$ cat config.mk
export PLATFORM = sky130hd
export DESIGN_NAME = iwrr_grant_mux
export DESIGN_NICKNAME = d
export VERILOG_FILES = /design/src/rtl/iwrr_grant_mux.sv
export SDC_FILE = /design/constraint.sdc
export NUM_CORES = 1
export LEC_CHECK = 0
export ABC_AREA = 0
export BUFFER_PORTS_ARGS = -buffer_cell sky130_fd_sc_hd__clkbuf_2
export CAP_MARGIN = 15
export CORE_ASPECT_RATIO = 1.1
export CORE_MARGIN = 5
export CORE_UTILIZATION = 46
export DETAILED_ROUTE_END_ITERATION = 7
export PLACE_DENSITY = 0.85
export SYNTH_ARGS = -nofsm -noshare
export SYNTH_HDL_FRONTEND = slang
export SYNTH_SLANG_ARGS = --single-unit
$ cat constraint.sdc
create_clock -name clk -period 2.9 [get_ports clk]
set_input_delay 0.29 -clock clk [delete_from_list [all_inputs] [get_ports clk]]
set_output_delay 0.29 -clock clk [all_outputs]
set_load 0.03 [all_outputs]
$ cat src/rtl/iwrr_grant_mux.sv
// Consumer side of the IWRR arbiter grant handshake: moves one granted burst into a single
// registered output stream and reports the beat count. IWRR_GMUX_LAST_EN adds s_last_i burst end.
module iwrr_grant_mux #(
  parameter int unsigned P_REQUESTER_NUM = 3,
  parameter int unsigned P_DATA_W        = 32,
  parameter int unsigned P_WEIGHT_W      = 3,
  parameter int unsigned P_BURST_MAX     = 4,
  localparam int unsigned SrcW = (P_REQUESTER_NUM > 1) ? $clog2(P_REQUESTER_NUM) : 1
) (
  input  logic                                clk,
  input  logic                                rst_n,
  input  logic [P_REQUESTER_NUM-1:0]          s_valid_i,
  input  logic [P_REQUESTER_NUM*P_DATA_W-1:0] s_data_i,
  input  logic [P_REQUESTER_NUM-1:0]          s_last_i,
  output logic [P_REQUESTER_NUM-1:0]          s_ready_o,
  output logic [P_REQUESTER_NUM-1:0]          req_o,
  input  logic [P_REQUESTER_NUM-1:0]          grant_valid_i,
  output logic                                grant_ready_o,
  output logic [P_WEIGHT_W-1:0]               num_grant_o,
  output logic                                m_valid_o,
  output logic [P_DATA_W-1:0]                 m_data_o,
  output logic [SrcW-1:0]                     m_src_o,
`ifdef IWRR_GMUX_LAST_EN
  output logic                                m_last_o,
`endif
  input  logic                                m_ready_i
);

  typedef enum logic [1:0] {StIdle, StXfer, StRelease} state_e;

  localparam logic [P_WEIGHT_W-1:0] BurstMax = P_WEIGHT_W'(P_BURST_MAX);

  state_e                state_q, state_d;
  logic [SrcW-1:0]       sel_q, sel_d, grant_idx;
  logic [P_WEIGHT_W-1:0] cnt_q, cnt_d, cnt_inc;
  logic                  out_free, accept, sel_valid, sel_last;

  assign req_o     = s_valid_i;
  assign out_free  = ~m_valid_o | m_ready_i;
  assign sel_valid = s_valid_i[sel_q];
  assign accept    = (state_q == StXfer) & sel_valid & out_free;
  assign cnt_inc   = cnt_q + 1'b1;

`ifdef IWRR_GMUX_LAST_EN
  assign sel_last = s_last_i[sel_q];
`else
  logic unused_last;
  assign sel_last    = 1'b0;
  assign unused_last = ^s_last_i;
`endif

  // Lowest set bit wins; a multi-hot grant is illegal but must still resolve deterministically.
  always_comb begin
    grant_idx = '0;
    for (int i = int'(P_REQUESTER_NUM) - 1; i >= 0; i--) begin
      if (grant_valid_i[i]) grant_idx = SrcW'(i);
    end
  end

  always_comb begin
    s_ready_o = '0;
    if (state_q == StXfer) s_ready_o[sel_q] = out_free;
  end

  always_comb begin
    state_d = state_q;
    sel_d   = sel_q;
    cnt_d   = cnt_q;
    case (state_q)
      StIdle: begin
        if (|grant_valid_i) begin
          sel_d   = grant_idx;
          cnt_d   = '0;
          state_d = StXfer;
        end
      end
      StXfer: begin
        if (accept) begin
          cnt_d = cnt_inc;
          if (cnt_inc == BurstMax || sel_last) state_d = StRelease;
        end else if (cnt_q != '0 && !sel_valid) begin
          state_d = StRelease;
        end
      end
      StRelease: state_d = StIdle;
      default:   state_d = StIdle;
    endcase
  end

  always_ff @(posedge clk) begin
    if (!rst_n) begin
      state_q       <= StIdle;
      sel_q         <= '0;
      cnt_q         <= '0;
      grant_ready_o <= 1'b0;
      num_grant_o   <= '0;
      m_valid_o     <= 1'b0;
      m_data_o      <= '0;
      m_src_o       <= '0;
`ifdef IWRR_GMUX_LAST_EN
      m_last_o      <= 1'b0;
`endif
    end else begin
      state_q       <= state_d;
      sel_q         <= sel_d;
      cnt_q         <= cnt_d;
      // Registered so the pulse and count line up exactly with the RELEASE cycle.
      grant_ready_o <= (state_d == StRelease);
      num_grant_o   <= (state_d == StRelease) ? cnt_d : '0;
      if (accept) begin
        m_valid_o <= 1'b1;
        m_data_o  <= s_data_i[sel_q*P_DATA_W +: P_DATA_W];
        m_src_o   <= sel_q;
`ifdef IWRR_GMUX_LAST_EN
        m_last_o  <= sel_last;
`endif
      end else if (m_ready_i) begin
        m_valid_o <= 1'b0;
      end
    end
  end

endmodule

# Word-level counts from Yosys, hierarchy flattened
# Index checks and enable logic that the tools add are counted.
# W data, S select, Z words.
[totals]
wordCells = 47
inputBits = 108
register_bits = 46
out_inout_bits = 45
[classes]
reduce_logical = 9
n_lt_le_gt_ge = 2
bitwise = 5
shift = 1
n_addsub = 1
muxes = 18
eq_ne = 3
[ops]
columns = ["cell", "count"]
rows = [
  ["$shiftx A96 B8 Y32", 1],
  ["$mux W2", 7],
  ["$mux W3", 3],
  ["$pmux W3 S2", 1],
  ["$mux W1", 4],
  ["$pmux W2 S2", 1],
  ["$reduce_and A2 Y1", 2],
  ["$add A3 B1 Y3 const B", 1],
  ["$and A3 B3 Y3", 1],
  ["$eq A3 B3 Y1 const B", 1],
  ["$lt A2 B3 Y1 const B", 1],
  ["$reduce_bool A3 Y1", 1],
  ["$reduce_or A3 Y1", 1],
  ["$and A1 B1 Y1", 2],
  ["$bmux W1 S2", 1],
  ["$demux W1 S2", 1],
  ["$eq A2 B1 Y1 const B", 1],
  ["$eq A2 B2 Y1 const B", 1],
  ["$ge A2 B1 Y1 const B", 1],
  ["$logic_and A1 B1 Y1", 2],
  ["$logic_not A2 Y1", 1],
  ["$reduce_bool A2 Y1", 1],
  ["$logic_not A1 Y1", 1],
  ["$not A1 Y1", 1],
  ["$or A1 B1 Y1", 1],
]

# Logic depth before layout (Yosys ltp)
# Gate-level depths: netlist of the first run.
[depth]
ltp_word = 9
ltp_mapped = 7
ltp_nobuf = 7

# Worst setup path before layout of the first run
# No wires, ideal clock.
[synth_timing]
path_type = "flip-flop to output port"
start = "reg sel_q[1]"
end = "out s_ready_o[2]"
path_buffers = 2
path_stages_with_launch = 4
setup_slack_ps = 1092
t_required_ps = 2610
arrival_ps = 1518
cell_sequence = "dfxtp_1 > buf_4 > buf_2 > nor3b_1"
[synth_between]
elab_chain_cells = 6
word_cells_on_any_way = 7
cone_classes = "order compare (2); mux (3); bitwise (1); reduce/logical (1)"
[synth_rtl]
columns = ["item", "line", "text"]
rows = [
  ["start: declaration", "34", "logic [SrcW-1:0] sel_q, sel_d, grant_idx;"],
  ["start signal: assignment", "105", "sel_q <= sel_d;"],
  ["$lt A2 B3 Y1 (implied by the code) or $ge A2 B1 Y1 (tied branches)", "62", "if (state_q == StXfer) s_ready_o[sel_q] = out_free;"],
  ["$logic_and A1 B1 Y1 (implied by the code)", "62", ""],
  ["$mux W1 (implied by the code)", "62", ""],
  ["$demux W1 S2 *", "62", ""],
  ["$and A3 B3 Y3 (no source line) *", "n/a", ""],
  ["$mux W3 *", "62", ""],
  ["end: declaration", "15", "output logic [P_REQUESTER_NUM-1:0] s_ready_o,"],
]
# Mark *: on every way between the ends. The rest lies on a longest branch, timed or not.

# Final worst setup path of the first run
[layout_timing]
start = "reg sel_q[0]"
end = "out s_ready_o[1]"
# Same word-level chain as after synthesis.

==> results of run 1 <==
[kinds of logic (layout without fill, tap and decap cells)]
family	Yosys count	count (layout)	share of synthesized area, %
mux	35	35	14.2
buf+inv	35	170	6.83
xor+xnor	2	2	0.708
fa+ha+maj	3	3	1.52
simple gates	64	64	13.3
compound gates	77	77	26.3
flops	46	46	37.2
[sequential cells by signal, indices dropped and copies added, names as in the netlist]
signal,cells
m_data_o,32
cnt_q,3
num_grant_o,3
m_src_o,2
sel_q,2
state_q,2
grant_ready_o,1
m_valid_o,1
[where the power goes]
| group | switching (mW) | internal (mW) | leakage [nW] |
|---|---|---|---|
| clock network | 0.193 | 0.166 | 0.0383 |
| logic | 0.423 | 0.260 | 1.38 |
| registers | 0.0531 | 0.718 | 0.377 |
[worst paths after layout]
path	cells after the start	endpoint	start	slack, ns
hold reg to reg	1	m_data_o[24]	m_data_o[24]	0.50
setup reg to reg	6	m_data_o[3]	sel_q[0]	0.71
hold / removal	3	sel_q[1]	grant_valid_i[2]	0.32
setup / recovery	4	s_ready_o[1]	sel_q[0]	0.68
[metrics by stage]
stage,setup slack [ns],cell area (µm²),hold WS (ns)
5_1_grt,0.510,3300,0.320
3_5_place_dp,0.675,3220,0.484
2_1_floorplan,1.09,2470,0.431
3_3_place_gp,0.761,3220,0.480
4_1_cts,0.631,3300,0.307
6_report,0.677,3300,0.317
[worst register-to-register path, stage by stage (launching register included)]
cell and delay (ns):
sky130_fd_sc_hd__dfxtp_1 0.63, sky130_fd_sc_hd__nand3b_1 0.19, sky130_fd_sc_hd__o21a_2 0.21, sky130_fd_sc_hd__nor2_8 0.43
sky130_fd_sc_hd__buf_4 0.35, sky130_fd_sc_hd__o211ai_1 0.13, sky130_fd_sc_hd__o211a_1 0.15
[layout by cell type, fill, tap and decap left out, types with 2 or more instances in the layout]
master	n
sky130_fd_sc_hd__clkbuf_2	149
sky130_fd_sc_hd__dfxtp_1	45
sky130_fd_sc_hd__nand2_1	36
sky130_fd_sc_hd__mux2i_1	35
sky130_fd_sc_hd__o211ai_1	33
sky130_fd_sc_hd__o211a_1	32
sky130_fd_sc_hd__inv_1	8
sky130_fd_sc_hd__buf_4	6
sky130_fd_sc_hd__clkbuf_8	5
sky130_fd_sc_hd__nor3_1	4
sky130_fd_sc_hd__nor2b_1	4
sky130_fd_sc_hd__nor2_1	3
sky130_fd_sc_hd__o21ai_0	3
sky130_fd_sc_hd__ha_1	3
sky130_fd_sc_hd__nand2b_1	2
sky130_fd_sc_hd__o221ai_1	2
sky130_fd_sc_hd__and4_1	2
sky130_fd_sc_hd__a21oi_1	2
sky130_fd_sc_hd__clkbuf_1	2
[routing by layer]
layer / up-vias / track usage [%]
met5: - / 0
met4: 0 / 5.38
met3: 8 / 4.55
met2: 89 / 35.4
met1: 1177 / 20.5
li1: 1231 / -
[final cells by class]
type / instances / area (µm²)
Clock buffer: 7 / 76.3
Sequential cell: 46 / 922
Multi-Input combinational cell: 181 / 1390
Timing Repair Buffer: 155 / 791
Inverter: 8 / 30.0
Fill cell: 464 / 1990
Tap cell: 75 / 93.8
==> key figures, run 1 <==
Outcome
  – Outcome: completed

Die
  – Core area: around 5300 µm²
  – Full die area: 6950 µm²
  – Top-Level Pins: roughly 150
  – Rows: 28
  – Die Y-Extent: 86.9 µm
  – Horizontal die dimension: between 70 and 80 µm
  – Starting density of the core: approximately 47%

Logic synthesis
  – Commonest register cell after synthesis: sky130_fd_sc_hd__dfxtp_1
  – Flop and latch count out of synthesis: 46
  – Biggest area contributors in the synthesized netlist: sky130_fd_sc_hd__dfxtp_1, sky130_fd_sc_hd__mux2i_1, sky130_fd_sc_hd__o211a_1, sky130_fd_sc_hd__o211ai_1, sky130_fd_sc_hd__nand2_1
  – Area share of the largest cell type after synthesis: a little under two fifths
  – Synth top cells by count: sky130_fd_sc_hd__dfxtp_1, sky130_fd_sc_hd__nand2_1, sky130_fd_sc_hd__mux2i_1
  – Proportion of synthesized chip area in sequential cells: 37.2%
  – Post-synth EDFFs: 0
  – Syn avg cell area: roughly 9.4 µm²
  – Library cell with the largest summed area after synthesis: sky130_fd_sc_hd__dfxtp_1
  – Most frequent cell after synthesis: sky130_fd_sc_hd__dfxtp_1
  – Warnings, synthesis: 0
  – Ys async rst share: 0%
  – Cell area after synthesis: 2470 µm²
  – Post-Synthesis Net Count: 373
  – Syn Inst Count: ~260
  – Distinct cell type count after synthesis: 39

Clock tree
  – CTS tree: yes
  – Root buffer cell: sky130_fd_sc_hd__clkbuf_8
  – Resized cells post-CTS: 0
  – Post-cts hold buffer count: 0
  – Cts bufs inserted: 5
  – Clock Latency Late Sink: ~0.28 ns
  – Clock-pin slew on the worst setup and hold paths: around 0.080 ns
  – CTS sink count: 46
  – Number of post-CTS setup repair buffers: 0
  – # H-tree levels: 2
  – Clock Tree Buf Depth: 2

Worst setup path
  – Family with the most delay on the worst path: flip-flops
  – Kind of critical path: reg2out
  – Combined buffer and inverter count along the critical path: 2
  – Element type at the critical path end: output port
  – Critical Path Max Stage Delay: about 0.63 ns
  – Required time worst endpoint: about 2.6 ns
  – Worst-path cell chain: buf_4, nor2b_2, and3_1, clkbuf_2
  – Kind of launch point of the worst setup path: flip-flop
  – Worst-path maximum fanout: 27
  – Critical-path top delay cell: sky130_fd_sc_hd__dfxtp_1
  – Endpoint arrival time on the critical path: 1.93 ns

Flow run
  – Maximum Capacitance Violations: 0

GRT
  – Residual overflow from global routing: 0
  – Wire length of the first global-routing pass: 10.5 mm
  – Global-route total usage across every layer: a little under a fifth
  – Number of global-route vias before repair: between 2000 and 2500
  – Antenna violations before repair: 0
  – Pin count of the biggest net entering global routing: 44

STA
  – Maximum frequency from static timing analysis: roughly 450 MHz
  – Number of setup violations in the final report: 0
  – Setup_tns: 0 ns
  – Clock Skew: around 0.0047 ns
  – Final period util: approximately 77%
  – Final hold vios: 0
  – Fin. max-slew vios: 0
  – Setup repair after global routing missed its margin: false
  – Transition at the pin with the smallest max-transition slack: approximately 0.81 ns
  – Final critical delay including setup and external delays: 2.22 ns
  – Slew margin rel.: 45.7%

Placement
  – Final Wtd Congestion: 0.754
  – Total instance count after detailed placement: approximately 470
  – Detailed placement HPWL: a little over 5 mm
  – Number of port buffers: roughly 150

Finish
  – Final Instance Count excl. Fillers: 472
  – ANT cells: 0
  – Nets: between 500 and 600
  – Final core utilization: between 60 and 70%
  – Share of cells above drive strength 1: a little over two fifths
  – Layout area overhead: 33.4%

Routing
  – Post-route met1 wirelength: 2.60 mm
  – Via-to-Cell Ratio: approximately 5.3
  – Via total after detailed routing: ~2500
  – Final antenna-violating net count: 0
  – Highest routing layer actually used: met4
  – Pre-Repair DR Iteration Count: 4
  – Met3 layer wire length in the routed design: approximately 430 µm
  – Total Wirelength: between 6 and 7 mm
  – Detailed-route DRC error count: 0
  – First-iteration detailed-routing DRC count: 44
  – Average wire length per cell after detail routing: between 10 and 15 µm
  – Routed wire length on met2: approximately 3.6 mm

Power and ir drop
  – Tot Pwr: around 1.8 mW
  – Power per cell area: between 500 and 600 nW/µm²
  – Max rail drop VDD: between 0.3 and 0.4 mV
  – Leakage Power: approximately 1.8 nW

Min path
  – Classification of the worst-slack hold path: in2reg
Note: power is estimated with default switching activity, not from simulation.
==> inputs of run 2 (changes only) <==
CORE_UTILIZATION = 39   (was 46)
PLACE_DENSITY = 0.77   (was 0.85)
clock period = 2.04 ns   (was 2.9 ns; I/O delays follow)
==> key figures, run 2 (synthesis gave the netlist of run 1 again) <==
Outcome
  – Outcome: completed

Finish
  – Number of flip-flops in the largest register: 32 (unchanged)
  – ANT cells: 0 (unchanged)
  – Share of cells above drive strength 1: 42.7% (+0.65 points)
  – Most used cells in the layout excluding fill and tap cells: sky130_fd_sc_hd__clkbuf_2, sky130_fd_sc_hd__dfxtp_1, sky130_fd_sc_hd__nand2_1
  – Nets: 510 (+0.39%)
  – Combined flip-flop and latch cell area: 922 µm² (unchanged)
  – Register name with the most flops: m_data_o
  – Most common cell after layout, fill and taps aside: sky130_fd_sc_hd__clkbuf_2
  – Area of all placed cells without fillers: 3340 µm² (+1.2%)
  – Number of fill cells: 590 (+27%)
  – Final core utilization: 54.3% (-8.1 points)
  – Registers with the highest flip-flop counts: m_data_o: 32 flops, cnt_q: 3 flops, num_grant_o: 3 flops
  – Layout area overhead: 35.0%
  – Area of the multi-input gates: 1390 µm² (unchanged)

Routing
  – Detailed-route DRC error count: 0 (unchanged)
  – Total Wirelength: 6.86 mm (+2.1%)
  – Via total after detailed routing: 2468 (-1.5%)
  – Pre-Repair DR Iteration Count: 5 (+1)
  – First-iteration detailed-routing DRC count: 69 (+57%)
  – Via-to-Cell Ratio: 5.16 (-2.7%)
  – Average wire length per cell after detail routing: 14.4 µm (+0.83%)
  – Final antenna-violating net count: 0 (unchanged)

Worst setup path
  – End of the worst register-to-register path: m_data_o[29]
  – Element type at the critical path end: output port
  – Kind of launch point of the worst setup path: flip-flop
  – Slack of the worst reg-to-reg path: 0.35 ns (-0.36 ns)
  – Worst-path maximum fanout: 14 (-48%)
  – Worst Setup SP: sel_q[0]
  – Endpoint arrival time on the critical path: 1.62 ns (-0.31 ns)
  – Kind of critical path: reg2out
  – Required time worst endpoint: 1.84 ns (-0.77 ns)
  – Startpoint of the worst register-to-register path: state_q[1]
  – Count of cells along the worst register-to-register path: 6 (unchanged)

Clock tree
  – Resized cells post-CTS: 0 (unchanged)
  – # H-tree levels: 2 (unchanged)
  – Clock Latency Late Sink: 0.29 ns (about the same)
  – Clock Tree Buf Depth: 2 (unchanged)
  – Clock-pin slew on the worst setup and hold paths: 0.08 ns (about the same)
  – CTS tree: yes
  – Number of post-CTS setup repair buffers: 0 (unchanged)
  – Root buffer cell: sky130_fd_sc_hd__clkbuf_8
  – Post-cts hold buffer count: 0 (unchanged)
  – Cts bufs inserted: 5 (unchanged)
  – CTS sink count: 46 (unchanged)

Die
  – Starting density of the core: 40.2% (-6.6 points)
  – Die Y-Extent: 93.6 µm (+7.6%)
  – Top-Level Pins: 153 (unchanged)
  – Horizontal die dimension: 86.0 µm (+7.5%)
  – Full die area: 8040 µm² (+16%)
  – Rows: 30 (+7.1%)
  – Core area: 6160 µm² (+16%)

Placement
  – Final Wtd Congestion: 0.824 (+9.2%)
  – Number of port buffers: 149 (unchanged)
  – Detailed placement HPWL: 5.26 mm (+2.5%)
  – Area of placed instances: 3260 µm² (+1.0%)

STA
  – Clock Skew: 0.00786 ns (+0.00319 ns)
  – Final critical delay including setup and external delays: 1.83 ns
  – Final period util: 89.6%
  – Final hold vios: 0 (unchanged)
  – Transition at the pin with the smallest max-transition slack: 0.609 ns (-0.205 ns)
  – Setup_tns: 0 ns (unchanged)
  – Maximum frequency from static timing analysis: around 550 MHz
  – Fin. max-slew vios: 0 (unchanged)
  – Number of setup violations in the final report: 0 (unchanged)
  – Setup repair after global routing missed its margin: false
  – Slew margin rel.: 59.2% (+13 points)

GRT
  – Residual overflow from global routing: 0 (unchanged)
  – Global-route total usage across every layer: 16.3% (-2.5 points)
  – Pin count of the biggest net entering global routing: 41 (-6.8%)
  – Wire length of the first global-routing pass: 10.7 mm (+2.3%)
  – Number of global-route vias before repair: 2361 (+0.64%)
  – Antenna violations before repair: 0 (unchanged)

Power and ir drop
  – Power per cell area: 787 nW/µm² (+43%)
  – Max rail drop VDD: 0.361 mV (+6.1%)
  – Tot Pwr: 2.63 mW (+45%)
  – Leakage Power: 1.81 nW (+1.0%)

Min path
  – Cells on Worst Hold Path: 3 (unchanged)
  – Hold wc startpoint: grant_valid_i[2]
  – Classification of the worst-slack hold path: in2reg
  – End point of the most critical hold path: sel_q[1]

Flow run
  – Maximum Capacitance Violations: 0 (unchanged)
run 2: cell count changes in the layout (fill, tap and decap cells not counted):
cell	delta
sky130_fd_sc_hd__clkbuf_1	-2
sky130_fd_sc_hd__buf_12	+1
sky130_fd_sc_hd__buf_4	+1
sky130_fd_sc_hd__clkbuf_8	+1
run 2: worst max path at each step:
stage	to
2_1_floorplan	s_ready_o[2]
3_3_place_gp	m_data_o[8]
3_5_place_dp	m_data_o[12]
4_1_cts	s_ready_o[1]
5_1_grt	s_ready_o[1]
6_report	s_ready_o[1]
run 2: metrics by stage:
stage                     hold slack [ns]  cells  setup WS (ns)
final                               0.192    478          0.212
after global routing                0.209    478         0.0497
after CTS                           0.173    478          0.155
after detailed placement            0.486    472          0.348
after global placement              0.477    472          0.389
after floorplan                     0.345    262          0.318
run 2: layout make-up:
class / instances / share of cell area, %
Multi-Input combinational cell: 181 / 41.5
Sequential cell: 46 / 27.6
Timing Repair Buffer: 157 / 24.5
Tap cell: 80 / 3.00
Inverter: 8 / 0.899
Clock buffer: 6 / 2.47
run 2: worst max-delay path: stages (launching register included):
cell and delay, ns:
sky130_fd_sc_hd__dfxtp_1 0.35, sky130_fd_sc_hd__nor2b_2 0.54, sky130_fd_sc_hd__and3_1 0.25, sky130_fd_sc_hd__clkbuf_2 0.21
run 2: per-layer routing:
metal	GRT usage [%]	share of wire, %	up-vias	wire length [µm]
li1	-	-	1231	-
met1	19.7	41	1124	2840
met2	27.4	49	101	3370
met3	4.49	7.8	12	537
met4	5.80	1.8	0	121
met5	0	0	-	0
run 2: report_power, final:
| group | switching (mW) | internal, mW | leakage, nW |
|---|---|---|---|
| Clock | 0.284 | 0.262 | 0.0431 |
| Combinational | 0.612 | 0.382 | 1.39 |
| Sequential | 0.0693 | 1.02 | 0.377 |
==> inputs of run 3 (changes only) <==
CORE_MARGIN = not set   (was 5)
GPL_TIMING_DRIVEN = 0   (was not set)
==> key figures, run 3 (synthesis gave the netlist of run 1 again) <==
Outcome
  – Outcome: completed

Clock tree
  – Cts bufs inserted: 5 (unchanged)
  – Root buffer cell: sky130_fd_sc_hd__clkbuf_8
  – # H-tree levels: 2 (unchanged)
  – Clock Latency Late Sink: 0.30 ns (about the same)
  – CTS sink count: 46 (unchanged)
  – Clock Tree Buf Depth: 2 (unchanged)
  – CTS tree: yes
  – Number of post-CTS setup repair buffers: 0 (unchanged)
  – Clock-pin slew on the worst setup and hold paths: 0.08 ns (about the same)

GRT
  – Wire length of the first global-routing pass: 11.3 mm (+5.7%)
  – Global-route total usage across every layer: 21.7% (+5.5 points)
  – Antenna violations before repair: 0 (unchanged)
  – Number of global-route vias before repair: 2425 (+2.7%)
  – Residual overflow from global routing: 0 (unchanged)
  – Pin count of the biggest net entering global routing: 14 (-66%)

Worst setup path
  – Element type at the critical path end: output port
  – Worst-path maximum fanout: 10 (-4)
  – Endpoint arrival time on the critical path: 1.69 ns (+0.07 ns)
  – Required time worst endpoint: 1.84 ns (about the same)
  – Slack of the worst reg-to-reg path: 0.30 ns (-0.05 ns)
  – Kind of critical path: reg2out
  – Kind of launch point of the worst setup path: flip-flop

Die
  – Full die area: 6670 µm² (-17%)
  – Horizontal die dimension: 78.0 µm (-9.3%)
  – Top-Level Pins: 153 (unchanged)
  – Rows: 30 (unchanged)
  – Core area: 6160 µm² (unchanged)
  – Die Y-Extent: 85.6 µm (-8.6%)
  – Starting density of the core: 40.2% (unchanged)

STA
  – Setup repair after global routing missed its margin: false
  – Fin. max-slew vios: 0 (unchanged)
  – Transition at the pin with the smallest max-transition slack: 0.505 ns (-0.103 ns)
  – Setup_tns: 0 ns (unchanged)
  – Number of setup violations in the final report: 0 (unchanged)
  – Worst slack on hold paths: 0.206 ns (+0.0145 ns)
  – Final critical delay including setup and external delays: 1.89 ns (+0.0647 ns)
  – Maximum frequency from static timing analysis: 528 MHz (-3.4%)
  – Final hold vios: 0 (unchanged)
  – Slew margin rel.: 66.3% (+7.1 points)
  – Final period util: 92.8% (+3.2 points)
  – Clock Skew: 0.00881 ns (+0.000951 ns)

Routing
  – Pre-Repair DR Iteration Count: 5 (unchanged)
  – Via-to-Cell Ratio: 5.19 (+0.42%)
  – Average wire length per cell after detail routing: 14.3 µm (-0.35%)
  – Via total after detailed routing: 2577 (+4.4%)
  – Total Wirelength: 7.11 mm (+3.6%)
  – Detailed-route DRC error count: 0 (unchanged)
  – First-iteration detailed-routing DRC count: 101 (+46%)
  – Final antenna-violating net count: 0 (unchanged)

Finish
  – Share of cells above drive strength 1: 42.7% (about the same)
  – ANT cells: 0 (unchanged)
  – Most common cell after layout, fill and taps aside: sky130_fd_sc_hd__clkbuf_2
  – Number of fill cells: 599 (+1.5%)
  – Area of all placed cells without fillers: 3400 µm² (+1.8%)
  – Nets: 528 (+3.5%)
  – Number of flip-flops in the largest register: 32 (unchanged)
  – Layout area overhead: 37.4%
  – Register name with the most flops: m_data_o
  – Most used cells in the layout excluding fill and tap cells: sky130_fd_sc_hd__clkbuf_2, sky130_fd_sc_hd__dfxtp_1, sky130_fd_sc_hd__nand2_1
  – Registers with the highest flip-flop counts: m_data_o: 32 flops, cnt_q: 3 flops, num_grant_o: 3 flops

Power and ir drop
  – Tot Pwr: 2.65 mW (+0.96%)
  – Power per cell area: 781 nW/µm² (-0.82%)
  – Max rail drop VDD: 0.437 mV (+21%)
  – Leakage Power: 1.87 nW (+2.8%)

Flow run
  – Maximum Capacitance Violations: 0 (unchanged)

Placement
  – Number of port buffers: 148 (-0.67%)
  – Final Wtd Congestion: 0.801 (-2.7%)
  – Detailed placement HPWL: 5.47 mm (+3.9%)
  – Area of placed instances: 3320 µm² (+1.8%)

Min path
  – Classification of the worst-slack hold path: in2reg
run 3: cell count changes in the layout (fill, tap and decap cells not counted), sizes merged:
cell      before  now
clkbuf       155  162
buf            8   19
clkinvlp       0    1
run 3: critical path, stage by stage, from the launching register on:
cell	delay [ns]
sky130_fd_sc_hd__dfxtp_1	0.40
sky130_fd_sc_hd__clkbuf_1	0.40
sky130_fd_sc_hd__buf_2	0.32
sky130_fd_sc_hd__nor3_1	0.08
sky130_fd_sc_hd__clkbuf_2	0.19
run 3: metrics by stage:
| stage | setup WS, ns | cells | utilization (%) |
|---|---|---|---|
| after floorplan | 0.318 | 262 | - |
| after global placement | 0.306 | 490 | 53.9 |
| after detailed placement | 0.270 | 490 | 53.9 |
| after CTS | 0.0479 | 497 | 55.2 |
| after global routing | 0.00224 | 497 | 55.2 |
| final | 0.147 | 497 | 55.2 |
run 3: final timing paths:
path         cells past startpoint              to              from
max                              4    s_ready_o[0]          sel_q[0]
min                              3        sel_q[1]  grant_valid_i[2]
max reg2reg                      6  num_grant_o[0]          cnt_q[0]
min reg2reg                      1     m_data_o[2]       m_data_o[2]
run 3: area by class of cell:
class | instances | area (µm²) | area share (%)
clock buffers | 6 | 72.6 | 2.13
clock inverters | 1 | 7.51 | 0.221
well taps | 80 | 100 | 2.94
multi-input cells | 181 | 1390 | 40.7
repair buffers | 148 | 741 | 21.8
flip-flops and latches | 46 | 921 | 27.1
plain buffers | 27 | 144 | 4.23
inverters | 8 | 30.0 | 0.883
run 3: per-layer routing:
layer / global-route usage [%] / wire length, µm / vias to the layer above
met5: 0 / 0 / -
li1: - / - / 1272
met2: 38.1 / 3560 / 103
met3: 5.21 / 439 / 8
met1: 26.1 / 3010 / 1194
met4: 7.24 / 94 / 0
run 3: report_power, final:
part	leakage [nW]	internal [mW]	total (mW)	switching (mW)
clock	0.0373	0.235	0.536	0.301
combinational	1.45	0.392	1.03	0.637
sequential	0.377	1.02	1.09	0.0702
total	1.87	1.65	2.65	1.01
run 3: repair_timing:
action                                 in CTS  in global routing
hold buffers                                0                  0
setup endpoints to repair                   3                  1
resized for setup                           2                  1
endpoints found under the hold margin       0                  0
